--- config.mk ---
export PLATFORM = sky130hd
export DESIGN_NAME = acc_cpu_param_flat
export DESIGN_NICKNAME = d
export VERILOG_FILES = /design/src/rtl/acc_cpu_param_if.sv /design/src/rtl/acc_cpu_param.sv /design/src/flat_wrapper.sv
export SDC_FILE = /design/constraint.sdc
export NUM_CORES = 1
export LEC_CHECK = 0
export ABC_AREA = 1
export BUFFER_PORTS_ARGS = -buffer_cell sky130_fd_sc_hd__buf_4
export CAP_MARGIN = 30
export CORE_AREA = 3 3 165 127
export CTS_CLUSTER_SIZE = 40
export DETAILED_ROUTE_END_ITERATION = 8
export DIE_AREA = 0 0 168 130
export PLACE_DENSITY = 0.65
export SYNTH_ARGS = -nofsm -noshare
export SYNTH_HDL_FRONTEND = slang
export SYNTH_SLANG_ARGS = --single-unit
--- constraint.sdc ---
create_clock -name clk -period 2.9 [get_ports clk]
set_input_delay 0.145 -clock clk [delete_from_list [all_inputs] [get_ports clk]]
set_output_delay 0.145 -clock clk [all_outputs]
set_load 0.03 [all_outputs]
--- src/rtl/acc_cpu_param_if.sv ---
// Program-load, wakeup and architectural status signals of the accumulator CPU.
// The master side loads programs and observes the core; the slave side is the core.
interface acc_cpu_param_if #(
  parameter int DW = 4,
  parameter int AW = 4
);
  logic            wakeup;
  logic            prog_we;
  logic [AW-1:0]   prog_addr;
  logic [DW+3:0]   prog_wdata;
  logic [DW-1:0]   acc;
  logic [AW-1:0]   pc;
  logic            zero;
  logic            carry;
  logic            sleeping;
  logic            halted;

  modport master (
    output wakeup, prog_we, prog_addr, prog_wdata,
    input  acc, pc, zero, carry, sleeping, halted
  );

  modport slave (
    input  wakeup, prog_we, prog_addr, prog_wdata,
    output acc, pc, zero, carry, sleeping, halted
  );
endinterface

--- src/rtl/acc_cpu_param.sv ---
// Parametrised accumulator CPU: FETCH/DECODE/EXECUTE with Z/C flags, branches,
// SLEEP/wakeup and HALT. Program memory is loaded through a write port.
module acc_cpu_param #(
  parameter int DW = 4,
  parameter int AW = 4
) (
  input  logic          clk,
  input  logic          reset,
  acc_cpu_param_if.slave bus
);
  localparam int DEPTH = 1 << AW;
  localparam int IW    = DW + 4;

  localparam logic [2:0] S_FETCH   = 3'd0;
  localparam logic [2:0] S_DECODE  = 3'd1;
  localparam logic [2:0] S_EXECUTE = 3'd2;
  localparam logic [2:0] S_SLEEP   = 3'd3;
  localparam logic [2:0] S_HALT    = 3'd4;

  localparam logic [3:0] OP_LDI  = 4'h1;
  localparam logic [3:0] OP_ADD  = 4'h2;
  localparam logic [3:0] OP_SUB  = 4'h3;
  localparam logic [3:0] OP_AND  = 4'h4;
  localparam logic [3:0] OP_OR   = 4'h5;
  localparam logic [3:0] OP_STA  = 4'h6;
  localparam logic [3:0] OP_XNOR = 4'h7;
  localparam logic [3:0] OP_SLP  = 4'h8;
  localparam logic [3:0] OP_JMP  = 4'h9;
  localparam logic [3:0] OP_JZ   = 4'hA;
  localparam logic [3:0] OP_JC   = 4'hB;
  localparam logic [3:0] OP_LDA  = 4'hC;
  localparam logic [3:0] OP_HLT  = 4'hD;

  localparam logic [AW-1:0] PC_ONE = 1;

  logic [IW-1:0] r_imem [DEPTH];
  logic [DW-1:0] r_dmem [DEPTH];

  logic [2:0]    r_state;
  logic [IW-1:0] r_ir;
  logic [3:0]    r_op;
  logic [DW-1:0] r_imm;
  logic [DW-1:0] r_acc;
  logic [AW-1:0] r_pc;
  logic          r_z;
  logic          r_c;

  logic [AW-1:0] w_addr;
  logic [DW-1:0] w_d;
  logic [DW:0]   w_sum;
  logic [3:0]    w_ir_op;
  logic [DW-1:0] w_acc_n;
  logic          w_c_n;
  logic          w_acc_wr;
  logic [AW-1:0] w_pc_n;

  assign w_addr  = r_imm[AW-1:0];
  assign w_d     = r_dmem[w_addr];
  assign w_sum   = {1'b0, r_acc} + {1'b0, w_d};
  assign w_ir_op = r_ir[IW-1:DW];

  always_comb begin
    w_acc_n  = r_acc;
    w_c_n    = r_c;
    w_acc_wr = 1'b0;
    w_pc_n   = r_pc;
    case (r_op)
      OP_LDI:  begin w_acc_n = r_imm;            w_acc_wr = 1'b1; end
      OP_ADD:  begin {w_c_n, w_acc_n} = w_sum;   w_acc_wr = 1'b1; end
      OP_SUB:  begin
        w_acc_n  = r_acc - w_d;
        w_c_n    = (r_acc < w_d);
        w_acc_wr = 1'b1;
      end
      OP_AND:  begin w_acc_n = r_acc & w_d;      w_c_n = 1'b0; w_acc_wr = 1'b1; end
      OP_OR:   begin w_acc_n = r_acc | w_d;      w_c_n = 1'b0; w_acc_wr = 1'b1; end
      OP_XNOR: begin w_acc_n = ~(r_acc ^ w_d);   w_c_n = 1'b0; w_acc_wr = 1'b1; end
      OP_LDA:  begin w_acc_n = w_d;              w_acc_wr = 1'b1; end
      OP_JMP:  w_pc_n = w_addr;
      OP_JZ:   if (r_z) w_pc_n = w_addr;
      OP_JC:   if (r_c) w_pc_n = w_addr;
      default: ;
    endcase
  end

  always_ff @(posedge clk or posedge reset) begin
    if (reset) begin
      r_state <= S_FETCH;
      r_ir    <= '0;
      r_op    <= '0;
      r_imm   <= '0;
      r_acc   <= '0;
      r_pc    <= '0;
      r_z     <= 1'b0;
      r_c     <= 1'b0;
    end else begin
      case (r_state)
        S_FETCH: begin
          r_ir    <= r_imem[r_pc];
          r_pc    <= r_pc + PC_ONE;
          r_state <= S_DECODE;
        end
        S_DECODE: begin
          r_op  <= w_ir_op;
          r_imm <= r_ir[DW-1:0];
          if (w_ir_op == OP_SLP)      r_state <= S_SLEEP;
          else if (w_ir_op == OP_HLT) r_state <= S_HALT;
          else                        r_state <= S_EXECUTE;
        end
        S_EXECUTE: begin
          r_acc <= w_acc_n;
          r_c   <= w_c_n;
          r_pc  <= w_pc_n;
          if (w_acc_wr) r_z <= (w_acc_n == '0);
          r_state <= S_FETCH;
        end
        S_SLEEP: if (bus.wakeup) r_state <= S_FETCH;
        S_HALT:  r_state <= S_HALT;
        default: r_state <= S_FETCH;
      endcase
    end
  end

  // Memories are never cleared; program load stays live even while reset is held.
  always_ff @(posedge clk) begin
    if (bus.prog_we) r_imem[bus.prog_addr] <= bus.prog_wdata;
  end

  always_ff @(posedge clk) begin
    if (!reset && r_state == S_EXECUTE && r_op == OP_STA) r_dmem[w_addr] <= r_acc;
  end

  assign bus.acc      = r_acc;
  assign bus.pc       = r_pc;
  assign bus.zero     = r_z;
  assign bus.carry    = r_c;
  assign bus.sleeping = (r_state == S_SLEEP);
  assign bus.halted   = (r_state == S_HALT);
endmodule

--- src/flat_wrapper.sv ---
// flat-port wrapper written by rule: the top's interface ports become plain ports
module acc_cpu_param_flat 
#(
  parameter int DW = 4,
  parameter int AW = 4
)
  (clk, reset, bus_wakeup, bus_prog_we, bus_prog_addr, bus_prog_wdata, bus_acc, bus_pc, bus_zero, bus_carry, bus_sleeping, bus_halted);
  acc_cpu_param_if #(.DW(DW), .AW(AW)) bus_i ();
  input  logic clk;
  input  logic reset;
  input wire logic [$bits(bus_i.wakeup)-1:0] bus_wakeup;
  input wire logic [$bits(bus_i.prog_we)-1:0] bus_prog_we;
  input wire logic [$bits(bus_i.prog_addr)-1:0] bus_prog_addr;
  input wire logic [$bits(bus_i.prog_wdata)-1:0] bus_prog_wdata;
  output wire logic [$bits(bus_i.acc)-1:0] bus_acc;
  output wire logic [$bits(bus_i.pc)-1:0] bus_pc;
  output wire logic [$bits(bus_i.zero)-1:0] bus_zero;
  output wire logic [$bits(bus_i.carry)-1:0] bus_carry;
  output wire logic [$bits(bus_i.sleeping)-1:0] bus_sleeping;
  output wire logic [$bits(bus_i.halted)-1:0] bus_halted;
  assign bus_i.wakeup = bus_wakeup;
  assign bus_i.prog_we = bus_prog_we;
  assign bus_i.prog_addr = bus_prog_addr;
  assign bus_i.prog_wdata = bus_prog_wdata;
  assign bus_acc = bus_i.acc;
  assign bus_pc = bus_i.pc;
  assign bus_zero = bus_i.zero;
  assign bus_carry = bus_i.carry;
  assign bus_sleeping = bus_i.sleeping;
  assign bus_halted = bus_i.halted;
  acc_cpu_param #(.DW(DW), .AW(AW)) u_core (.clk(clk), .reset(reset), .bus(bus_i));
endmodule
======== Word level (Yosys, flattened, before mapping) ========
Memories as Yosys holds them, arrays and structs flattened. A register that Yosys moved wholly into a read port is not among the register bits.
Index checks and enable logic that the tools add are counted.
word-level totals
  register bits after elaboration ......... 21
  bits in latches ......................... 0
  RAM bits ................................ 192
  memory bits (read-only) ................. 0
  input bits .............................. 16
  word-level logic and storage cells ...... 65
  memories kept ........................... 2
memories
  name           words  bits a word  read ports  clocked after Yosys merged registers in  wr ports  line                 text
  u_core.r_imem  16     8            1           1                                        1         acc_cpu_param.sv:36  logic [IW-1:0] r_imem [DEPTH];
  u_core.r_dmem  16     4            1           0                                        1         acc_cpu_param.sv:37  logic [DW-1:0] r_dmem [DEPTH];
operators by class
  add/subtract/negate cells ............... 3
  $mul .................................... 0
  divide/modulo/power cells ............... 0
  order comparisons ....................... 1
  equality and inequality tests ........... 21
  shifts and indexed selects .............. 0
  muxes and demuxes ....................... 15
  bitwise logic cells ..................... 4
  reduce and logical (&&, ||, !) cells .... 12
operators with widths
  kind                 number
  $pmux 4 s7           1
  $eq 4x4->1 const B   6
  $eq 4x3->1 const B   4
  $pmux 3 s4           1
  $pmux 4 s3           1
  $mux 3               3
  $eq 4x2->1 const B   2
  $mux 4               2
  $pmux 4 s2           1
  $reduce_or 7->1      1
  $eq 3x2->1 const B   2
  $ne 3x2->1 const B   2
  $add 4x4->5          1
  $mux 1               5
  $add 4x1->4 const B  1
  $and 4x4->4          1
  $eq 4x1->1 const B   1
  $logic_not 4->1      1
  $lt 4x4->1           1
  $ne 4x4->1 const B   1
  $not 4->4            1
  $or 4x4->4           1
  $reduce_and 2->1     2
  $reduce_and 4->1     1
  12 further kinds     13

======== Longest topological paths before layout ========
  depth after elaboration ................. 5
  gate-level depth with buffers ........... 24
  gate-level depth less buffers ........... 22

======== Worst setup path after synthesis ========
OpenSTA, ideal clock, no wires.
  path kind ............................... reg-to-reg
  start point ............................. reg u_core.r_imm[0]
  end point ............................... reg u_core.r_acc[2] (netlist: u_core.bus.acc[2])
  setup time .............................. 0.120 ns
  data arrival time ....................... 2.474 ns
  required time ........................... 2.780 ns
  path slack .............................. 0.306 ns
  stages on the path, launching flop included .. 20
  path through ............................ dfrtp_1 > buf_6 > buf_2 > nand2_1 > nand2_1 > nand2_1 > nand2_1 > nand2_1 > nand2_1 > nor2_1 > inv_1 > ha_1 > fa_1 > or2_2 > nand3_1 > nand3_1 > nor2_1 > nand2_1 > o22ai_1 > inv_1
between the ends
  word-level cells in the longest chain between the ends .. 4
  elaborated cells between the ends (all ways) .. 8
  classes of those cells .................. 2 x add/sub; 1 x mux; 4 x bitwise; 1 x memory
ends and longest elaborated chain
  what                                                                 line                  text
  start, declared                                                      acc_cpu_param.sv:42   logic [DW-1:0] r_imm;
  start signal, assigned                                               acc_cpu_param.sv:105  r_imm <= r_ir[DW-1:0];
  $mem_v2 16x4 (*)                                                     -
  parallel branches: the longest is 2 deep, another holds $sub 4x4->4  -
  $pmux 4 s7 (*)                                                       acc_cpu_param.sv:67   case (r_op)
  end signal, assigned                                                 acc_cpu_param.sv:111  r_acc <= w_acc_n;
  end, declared                                                        acc_cpu_param.sv:43   logic [DW-1:0] r_acc;
Every way passes the cells marked *.
A chain may end at the register's enable or synchronous reset.

======== Worst setup path after layout ========
  start point ............................. reg u_core.r_imm[0]
  end point ............................... reg u_core.r_z (netlist: u_core.bus.zero)
between the ends
  word-level cells in the longest chain between the ends .. 5
  elaborated cells between the ends (all ways) .. 9
  classes of those cells .................. 2 x add/sub; 1 x mux; 4 x bitwise; 1 x reduce/logical; 1 x memory
ends and longest elaborated chain
  what                                                                  line                  text
  parallel branches: the longest is 3 deep, another holds $mem_v2 16x4  -
  $pmux 4 s7 (*)                                                        acc_cpu_param.sv:67
  $logic_not 4->1 (*)                                                   acc_cpu_param.sv:114  if (w_acc_wr) r_z <= (w_acc_n == '0);
  end signal, assigned                                                  acc_cpu_param.sv:114
  end, declared                                                         acc_cpu_param.sv:45   logic r_z;
Marks and branches as above.

==> results.md <==
* Peak supply drop at 0.636 mV
* Initial core utilization at 49.8%
* Main synth FF type: edfxtp_1
* Worst Tran Pin Value at 0.886 ns
* Max Fclk at 0.361 GHz
* Synth top area share at 60.0%
* Min cycle time layout at 2.77 ns
* Clock Sinks at 221
* Post-synthesis compound-gate area fraction at 9.93%
* Crit path max fanout at 7
* Crit share post-route at 95.6%
* CP cell instances: buf_12 > nor2_2 > buf_4 > nand2_1 > nand2_1 > o21ai_2 > nand2_1 > nor2_4 > inv_1 > fa_2 > nand2_1 > nand2_1 > nor2_1 > nand3_1 > nor2_1 > nand2_1 > nor2_1 > nand3_1 > nand2_1
* GRT Resource Usage Total at 21.0%
* Hold Path Origin: bus_prog_addr[1]
* Max H-tree Level at 1
* CTS Buf Count at 23
* CP max stage cell: dfrtp_2
* Routed vias/inst at 5.58
* CP arrival at 3.24 ns
* Setup Viol. Count Final at 0
* Largest family of logic cells by synthesized area: simple AND/OR/NAND/NOR gates
* I/O pins at 28
* Number of flops mapped to enable cells by yosys at 192
* Design area at 11200 sq um
* Root buf cell: clkbuf_16
* Critical Path RT at 3.37 ns
* Core ar. at 19300 sq um
* Antenna Nets Post-Route at 0
* Yosys reg bits at 221
* Worst Setup End Kind: flop
* Num rows at 44
* Reg2Reg Depth at 19
* Area Growth Syn to Fin at 16.8%
* Reg2reg setup slack at 0.13 ns
* Die X at 168 microns
* Post-synthesis sequential area ratio at 67.5%
* Routed wire length per instance at 18.9 microns
* Hold Crit Endpoint: u_core.r_imem[0][4]
* Max cap viols at 0
* HPWL after DPL at 14900 microns
* DRT iter0 DRCs at 776
* Vias in the first global route at 6386
* Post-Syn Area at 9620 sq um
* Slew HR at 40.7%
* Die Span Y at 130 microns
* Layout cells sized above 1 at 13.9%
* Placed Area at 10300 sq um
* P per Cell Area at 1070 nW/um^2
* Clk slew on worst S/H paths at 0.07 ns
* Clock Skew at 0.0278 ns
* R2R Path Start: u_core.r_imm[0]
* Net Count, Synth at 918
* WS Path Type: flop to flop
* R2r endpoint: u_core.bus.zero
* CP startpoint kind: flop
* Leak Pwr at 4.28 nW
* Synth cell types at 35
* IO Port Bufs at 27
* Count of final max-slew check failures at 0
* Antenna violations before repair at 0
* Residual DRC at 0
* Final Hold Fails at 0
* Ys async rst share at 13.1%
* Fin Hold WS at 0.116 ns
* GRT overflow at 0
* First-pass GRT wire length at 35600 microns
* Post-Synth Adder-Cell Area at 2.11%
* CP peak stage delay at 0.52 ns
* Result of the run: complete, no violations
* Routed vias at 6829
* Layout Nets at 987
* Commonest cells after routing, fill and taps aside: 207 x nand2_1, 192 x edfxtp_1, 133 x nor2_1, 82 x o21ai_0, 62 x buf_4
* Synth area leaders: edfxtp_1 60%, nand2_1 8.2%, dfrtp_1 7.5%, nor2_1 5.5%, o21ai_0 4.3%
* Fin util at 58.1%
* ANT cells at 0
* Final WL at 23100 microns
* Die ar. at 21800 sq um
* Largest net degree at the start of global routing at 48
* XOR/XNOR share of the synthesized area at 0.0911%
* Multiplexer share of the synthesized area at 0%
* Gate Count Post-Synth at 887
* Gpl congestion at 0.905
* Mean Syn Cell Area at 10.8 sq um
* Synth area leader: edfxtp_1
* Worst hold path class: input port to flop
* Top delay family on crit path: simple AND/OR/NAND/NOR gates
* Clock Latency Late Sink at 0.53 ns
* Hold depth at 3
* Yosys warns at 0
* Post-synthesis simple-gate area fraction at 16.3%
* Leading cell type in the layout, fill and taps excluded: nand2_1
* Setup TNS at 0 ns
* Maximum root-to-sink buffer count at 3
* CTS tree: built
* WP buf/inv at 3
* Most used cell, CP: nand2_1
* Drt first pass iters at 5
==> registers in the layout, indices dropped and copies added, names as in the netlist <==
register	cells
u_core.r_imem	128
u_core.bus.acc	4
u_core.bus.pc	4
u_core.r_dmem	64
u_core.r_op	4
u_core.r_state	3
u_core.r_ir	8
u_core.bus.carry	1
u_core.bus.zero	1
u_core.r_imm	4
==> power breakdown <==
group          total, mW  internal, mW  switching [mW]
clock               2.74          1.52            1.21
combinational       5.12          1.83            3.28
sequential          4.13          3.84           0.291
total               12.0          7.19            4.79
==> cells by family (layout without fill, tap and decap cells) <==
group,Yosys count,in the layout
flip-flops,221,221
adder cells (fa/ha/maj),15,15
buffers and inverters,89,173
XOR/XNOR,1,1
AO/OA/AOI/OAI,164,164
AND/OR/NAND/NOR,397,397
==> Yosys cell counts (3+ instances only) <==
cell type  instances
inv_1             47
nor3_1             3
nand3_1           36
a31oi_1            7
clkbuf_1          20
o221ai_1          20
buf_6              4
nand2_1          209
inv_2              5
nor2_1           140
nor2_2             3
a21oi_1           28
buf_4              3
o22ai_1           11
buf_2              8
o21ai_0           82
dfrtp_1           29
o21ai_1            8
ha_1              13
edfxtp_1         192
==> how the worst max path moves through the flow <==
stage                                from                end  slack (ns)  cells after the start
after CTS                 u_core.r_imm[0]  u_core.bus.acc[2]        0.02                     17
final                     u_core.r_imm[0]    u_core.bus.zero        0.13                     19
after global placement    u_core.r_imm[0]  u_core.bus.acc[2]        0.11                     17
after detailed placement  u_core.r_imm[0]  u_core.bus.acc[2]        0.04                     17
after floorplan           u_core.r_imm[0]  u_core.bus.acc[2]        0.31                     19
after global routing      u_core.r_imm[0]    u_core.bus.zero       -0.04                     19
==> cell type report <==
cell class | count | area, sq um
Clock buffer | 30 | 622
Clock inverter | 10 | 72.6
Fill cell | 1564 | 8090
Inverter | 54 | 210
Multi-Input combinational cell | 577 | 2840
Sequential cell | 221 | 6490
Tap cell | 253 | 317
Timing Repair Buffer | 79 | 684
==> stage by stage <==
stage	setup slack (ns)	total power, mW	instances
2_1_floorplan	0.306	7.23	887
3_3_place_gp	0.112	8.84	1168
3_5_place_dp	0.0426	8.87	1168
4_1_cts	0.0166	11.6	1218
5_1_grt	-0.0448	12.7	1224
6_report	0.128	12.0	1224
==> worst register-to-register path: cells and delay by family, from the launching register on <==
kind,cells,cell delay (ns)
adders and majority gates,1,0.40
and+or+nand+nor,14,1.23
DFF,1,0.52
AOI/OAI and AO/OA,1,0.18
buffers and inverters,3,0.38
==> per-layer routing <==
| layer | vias up | share of wire (%) | GRT usage (%) |
|---|---|---|---|
| met5 | - | 0 | 0 |
| met4 | 0 | 1.9 | 5.39 |
| met3 | 40 | 8.3 | 4.54 |
| met2 | 285 | 43 | 30.1 |
| met1 | 3277 | 47 | 32.8 |
| li1 | 3227 | - | - |
==> timing repair <==
action,CTS,global route
hold buffers,10,0
setup buffers,0,5
hold endpoints to repair,143,0
gates resized for setup,0,32
setup endpoints to repair,0,5
Power figures use the tool's default switching activity.
